[src/rtl/bcnn_pkg.sv]
// Shared defaults and helpers for the binary CNN pooling stages.
package bcnn_pkg;

  localparam int unsigned SUM_WIDTH_DEF = 4;
  localparam int unsigned IN_COLS_DEF   = 26;
  localparam int unsigned IN_ROWS_DEF   = 26;

  // Index width for a count of n items, never narrower than one bit.
  function automatic int unsigned idx_w(input int unsigned n);
    return (n <= 2) ? 1 : $clog2(n);
  endfunction

endpackage

[src/rtl/bcnn_line_buffer_bits.sv]
// One row of pooled horizontal pairs: synchronous write, combinational read.
module bcnn_line_buffer_bits
  import bcnn_pkg::*;
#(
  parameter int unsigned DEPTH = IN_COLS_DEF / 2,
  parameter int unsigned AW    = idx_w(DEPTH)
) (
  input  logic          clk,
  input  logic          reset,
  input  logic          wr_en,
  input  logic [AW-1:0] wr_addr,
  input  logic          wr_bit,
  input  logic [AW-1:0] rd_addr,
  output logic          rd_bit_c
);

  logic [DEPTH-1:0] mem;

  always_ff @(posedge clk) begin
    if (reset) begin
      mem <= '0;
    end else if (wr_en) begin
      mem[wr_addr] <= wr_bit;
    end
  end

  assign rd_bit_c = mem[rd_addr];

endmodule

[src/rtl/bcnn_binarize_maxpool2x2.sv]
// Binarizes a raster popcount stream against a per-frame threshold and
// OR-pools 2x2 stride-2 windows, emitting one bit per window.
module bcnn_binarize_maxpool2x2
  import bcnn_pkg::*;
#(
  parameter int unsigned IN_COLS   = IN_COLS_DEF,
  parameter int unsigned IN_ROWS   = IN_ROWS_DEF,
  parameter int unsigned SUM_WIDTH = SUM_WIDTH_DEF,
  localparam int unsigned OUT_COLS = IN_COLS / 2,
  localparam int unsigned OUT_ROWS = IN_ROWS / 2,
  localparam int unsigned CW       = idx_w(IN_COLS),
  localparam int unsigned RW       = idx_w(IN_ROWS),
  localparam int unsigned OCW      = idx_w(OUT_COLS),
  localparam int unsigned ORW      = idx_w(OUT_ROWS)
) (
  input  logic                 clk,
  input  logic                 reset,
  input  logic [SUM_WIDTH-1:0] popcount_in,
  input  logic                 valid_in,
  input  logic [SUM_WIDTH-1:0] threshold,
  output logic                 bit_out,
  output logic                 valid_out,
  output logic [ORW-1:0]       out_row,
  output logic [OCW-1:0]       out_col,
  output logic                 frame_done
);

  logic [CW-1:0]        in_col;
  logic [RW-1:0]        in_row;
  logic                 h_reg;
  logic [SUM_WIDTH-1:0] thr_lat;

  logic                 first_px, last_col, last_row, col_ok, row_ok;
  logic [SUM_WIDTH-1:0] thr_c;
  logic                 b, pair, lb_we, emit, lb_rd_c;
  logic [OCW-1:0]       pair_idx;

  // Pixel decode: threshold select, binarize, horizontal OR and window control.
  always_comb begin
    first_px = (in_col == '0) && (in_row == '0);
    last_col = (in_col == CW'(IN_COLS - 1));
    last_row = (in_row == RW'(IN_ROWS - 1));
    col_ok   = (32'(in_col) < 2 * OUT_COLS);
    row_ok   = (32'(in_row) < 2 * OUT_ROWS);
    thr_c    = first_px ? threshold : thr_lat;
    b        = (popcount_in >= thr_c);
    pair     = h_reg | b;
    pair_idx = OCW'(in_col >> 1);
    lb_we    = valid_in && col_ok && row_ok && in_col[0] && !in_row[0];
    emit     = valid_in && col_ok && row_ok && in_col[0] && in_row[0];
  end

  // Raster counters and the left half of the current horizontal pair.
  always_ff @(posedge clk) begin
    if (reset) begin
      in_col <= '0;
      in_row <= '0;
      h_reg  <= 1'b0;
    end else if (valid_in) begin
      if (col_ok && !in_col[0]) begin
        h_reg <= b;
      end
      if (last_col) begin
        in_col <= '0;
        in_row <= last_row ? '0 : in_row + RW'(1);
      end else begin
        in_col <= in_col + CW'(1);
      end
    end
  end

  // Threshold is sampled once per frame; it has no meaningful reset value.
  always_ff @(posedge clk) begin
    if (valid_in && first_px) begin
      thr_lat <= threshold;
    end
  end

  bcnn_line_buffer_bits #(
    .DEPTH(OUT_COLS),
    .AW   (OCW)
  ) u_lb (
    .clk     (clk),
    .reset   (reset),
    .wr_en   (lb_we),
    .wr_addr (pair_idx),
    .wr_bit  (pair),
    .rd_addr (pair_idx),
    .rd_bit_c(lb_rd_c)
  );

  // Registered window result; data fields hold between pulses.
  always_ff @(posedge clk) begin
    if (reset) begin
      bit_out    <= 1'b0;
      valid_out  <= 1'b0;
      out_row    <= '0;
      out_col    <= '0;
      frame_done <= 1'b0;
    end else begin
      valid_out  <= emit;
      frame_done <= valid_in && last_col && last_row;
      if (emit) begin
        bit_out <= lb_rd_c | pair;
        out_row <= ORW'(in_row >> 1);
        out_col <= OCW'(in_col >> 1);
      end
    end
  end

endmodule

[config.mk]
export PLATFORM = sky130hd
export DESIGN_NAME = bcnn_binarize_maxpool2x2
export DESIGN_NICKNAME = d
export VERILOG_FILES = /design/src/rtl/bcnn_pkg.sv /design/src/rtl/bcnn_line_buffer_bits.sv /design/src/rtl/bcnn_binarize_maxpool2x2.sv
export SDC_FILE = /design/constraint.sdc
export NUM_CORES = 1
export LEC_CHECK = 0
export BUFFER_PORTS_ARGS = -buffer_cell sky130_fd_sc_hd__clkbuf_2
export CORE_ASPECT_RATIO = 0.75
export CORE_MARGIN = 2
export CORE_UTILIZATION = 30
export CTS_BUF_LIST = sky130_fd_sc_hd__clkbuf_8
export DETAILED_ROUTE_END_ITERATION = 10
export HOLD_SLACK_MARGIN = 0.05
export PLACE_DENSITY = 0.58
export SLEW_MARGIN = 5
export SYNTH_ARGS = -nofsm -noshare
export SYNTH_HDL_FRONTEND = slang
export SYNTH_SLANG_ARGS = --single-unit
[constraint.sdc]
create_clock -name clk -period 2.8 [get_ports clk]
set_input_delay 0.7 -clock clk [delete_from_list [all_inputs] [get_ports clk]]
set_output_delay 0.7 -clock clk [all_outputs]
set_load 0.01 [all_outputs]
==> impl_results.md <==
- Syn Nets: 221
- Area growth, synth to finish: 17.1%
- Syn_area_per_cell: between 9 and 10 sq um
- Mux share of post-synthesis cell area: about 10%
- Clock Path Buffers: 2
- Placer congestion estimate: 0.789
- Grt ovf: 0
- Fillers: around 650
- Fin crit share: between 90% and 100%
- CP Class: flop to flop
- PwrDens: 527 nW/um^2
- Crit path max-delay cell type: or4_1
- Setup Viol. Count Final: 0
- TritonCTS Buffers: 5
- Max cap viols: 0
- Main combinational cell family by area after synthesis: simple AND/OR/NAND/NOR gates
- Status: finished, final reports clean
- Initial antenna violation count: 0
- Mapped Cells: 200
- Port Buffers: 21
- IR drop worst, VDD: 0.174 mV
- Async SR Flop Fraction: 0%
- Drt via density: 5.15
- Slew Limit Fails: 0
- First-pass GRT wire length: roughly 7400 um
- CP required: 2940 ps
- Total number of vias: 1580
- Slew @ Worst Pin: 678 ps
- Top reg by flops: u_lb.mem
- RSZ-0062 raised after global routing: false
- Ant. Diodes: 0
- Leak Pwr: 0.954 nW
- Vias in the first global route: 1469
- Top cells by count, synth: dfxtp_1, nor2_1, a31oi_1
- Biggest area consumer among synthesized cells: dfxtp_1
- DR iter-0 viols: 108
- Register area share after synthesis: roughly 42%
- CP Cell Sequence: inv_1 > ha_1 > nor4b_1 > nand4b_1 > buf_4 > mux2i_1 > ha_1 > or4_1 > a21o_1 > nand2_1 > buf_4 > a311oi_1
- Num ports: 22
- Relative slew slack: 54.8%
- # rows: 25
- Clock transition at the registers of the reported paths: roughly 80 ps
- Synth Area in Simple Gates: 16.5%
- Largest net degree at the start of global routing: 32
- Root buf cell: clkbuf_8
- Layout cell share with drive strength beyond 1: 21.7%
- Die ar.: 7170 sq um
- CP startpoint kind: flop
- Worst clock skew: roughly 7.3 ps
- Synth Cell Area: 1950 sq um
- H-tree Lvls: 2
- Clock Sinks: 39
- CTS tree: built
- DP Wirelength: between 3000 and 4000 um
- Max reg flops: 13
- Post-Route Setup TNS: 0 ps
- R2r setup slk: just under 200 ps
- Final Hold Fails: 0
- Syn. warnings: 0
- Post-cts sizing count: 0
- Reg2Reg Depth: 12
- Mean routed wirelength per cell: between 10 and 15 um
- Largest registers: u_lb.mem (13), in_col (5), in_row (5)
- Final min period: ~2600 ps
- Main synth FF type: dfxtp_1
- Power, Total: 1.20 mW
- Hold path cells: 2
- Worst min-delay path class: flop to flop
- Delay of the slowest cell on the worst path: 510 ps
- Nets: approximately 250
- Final Instance Count excl. Fillers: 307
- Routed Antenna Nets: 0
- Yosys reg bits: 39
- Number of synthesized flops with an enable pin: 4
- Latest clock arrival within the worst-skew pair: just under 300 ps
- Initial Utilization: 31.0%
- Xor-xnor portion of the synthesized cell area: around 3.6%
- Count leader, synth: dfxtp_1
- Setup crit end kind: flop
- Die Wd: 97.1 um
- WL final: 4390 um
- First-pass DRT Iterations: 4
- Top cell type's share of synthesized area: 35.9%
- CP max FO: 13
- Post-route DRC: 0
- Synth cell types: 43
- Post-synthesis compound-gate area fraction: 15.3%
- Synth area leaders: dfxtp_1, ha_1, mux2i_1, edfxtp_1, a311oi_1
- Inst Count DP: 298
- Core area: between 6000 and 7000 sq um
- Die Y: about 74 um
- Max frequency: 0.384 GHz
- Total track usage: 12.9%
- Adder-cell share of the synthesized area: 6.41%
- Crit path DAT: 2750 ps
-- cells by family after synthesis --
logic type                 count (synthesis)
AOI/OAI and AO/OA                         40
xor gates and xnor gates                   8
adders and majority gates                 10
buffers and inverters                     24
DFF                                       39
muxes                                     17
and+or+nand+nor                           62
-- cell type report --
type / count / area (sq um) / area share (%)
Multi-Input combinational cell: 137 / 1020 / 44.5
Timing Repair Buffer: 34 / 203 / 8.88
Clock inverter: 3 / 43.8 / 1.92
Clock buffer: 5 / 68.8 / 3.01
Inverter: 8 / 30.0 / 1.32
Sequential cell: 39 / 821 / 35.9
Tap cell: 81 / 101 / 4.44
-- power by group --
| group | total (mW) | switching [mW] | internal [mW] |
|---|---|---|---|
| Sequential | 0.580 | 0.00433 | 0.575 |
| Combinational | 0.152 | 0.0904 | 0.0619 |
| Clock | 0.471 | 0.206 | 0.265 |
-- path summary, 6_finish.rpt --
check	startpoint	end
worst max-delay path	in_col[1]	u_lb.mem[6]
worst min-delay path	out_col[3]	out_col[3]
worst max register to register	in_col[1]	u_lb.mem[6]
worst min register to register	out_col[3]	out_col[3]
-- layer usage --
metal,global-route usage [%],wire length [um],up-vias
met5,0,0,-
met4,4.23,51,0
met3,3.71,236,5
met2,18.9,1810,43
met1,18.4,2290,742
li1,-,-,790
-- repair_timing --
action | in CTS | in global routing
hold buffers | 0 | 0
buffers inserted | 0 | 1
endpoints found under the setup margin | 0 | 14
endpoints found under the hold margin | 0 | 0
-- critical path: cells and delay by family, from the launching register on --
kind / cells / cell delay [ps]
AO/OA/AOI/OAI: 2 / 290
adder cells (fa/ha/maj): 2 / 340
buffers and inverters: 3 / 440
multiplexers: 1 / 120
AND/OR/NAND/NOR: 4 / 960
flip-flops: 1 / 310
-- layout by cell type (no fill, tap or decap), drive strengths merged, types with 3 or more instances in the layout --
cell type  Yosys  routed
a21oi          3       3
a311oi        12      12
a31oi         13      13
and2           3       3
buf           11      13
clkbuf         5      26
dfxtp         35      35
edfxtp         4       4
ha            10      10
inv            8       8
mux2           3       3
mux2i         12      12
nand2          6       6
nand3          4       4
nand4          4       4
nor2          20      20
nor2b          4       4
nor3          11      11
xnor2          5       5
xor2           3       3
-- stage by stage --
stage	hold WS [ps]	setup slack, ps	area [sq um]	util, %
final	502	193	2280	36.3
after global routing	541	9.84	2280	36.3
after CTS	512	56.4	2280	36.2
after detailed placement	493	69.4	2160	34.4
after global placement	480	197	2160	34.4
after floorplan	482	64.5	1950	-
(Power assumes the default switching activity.)
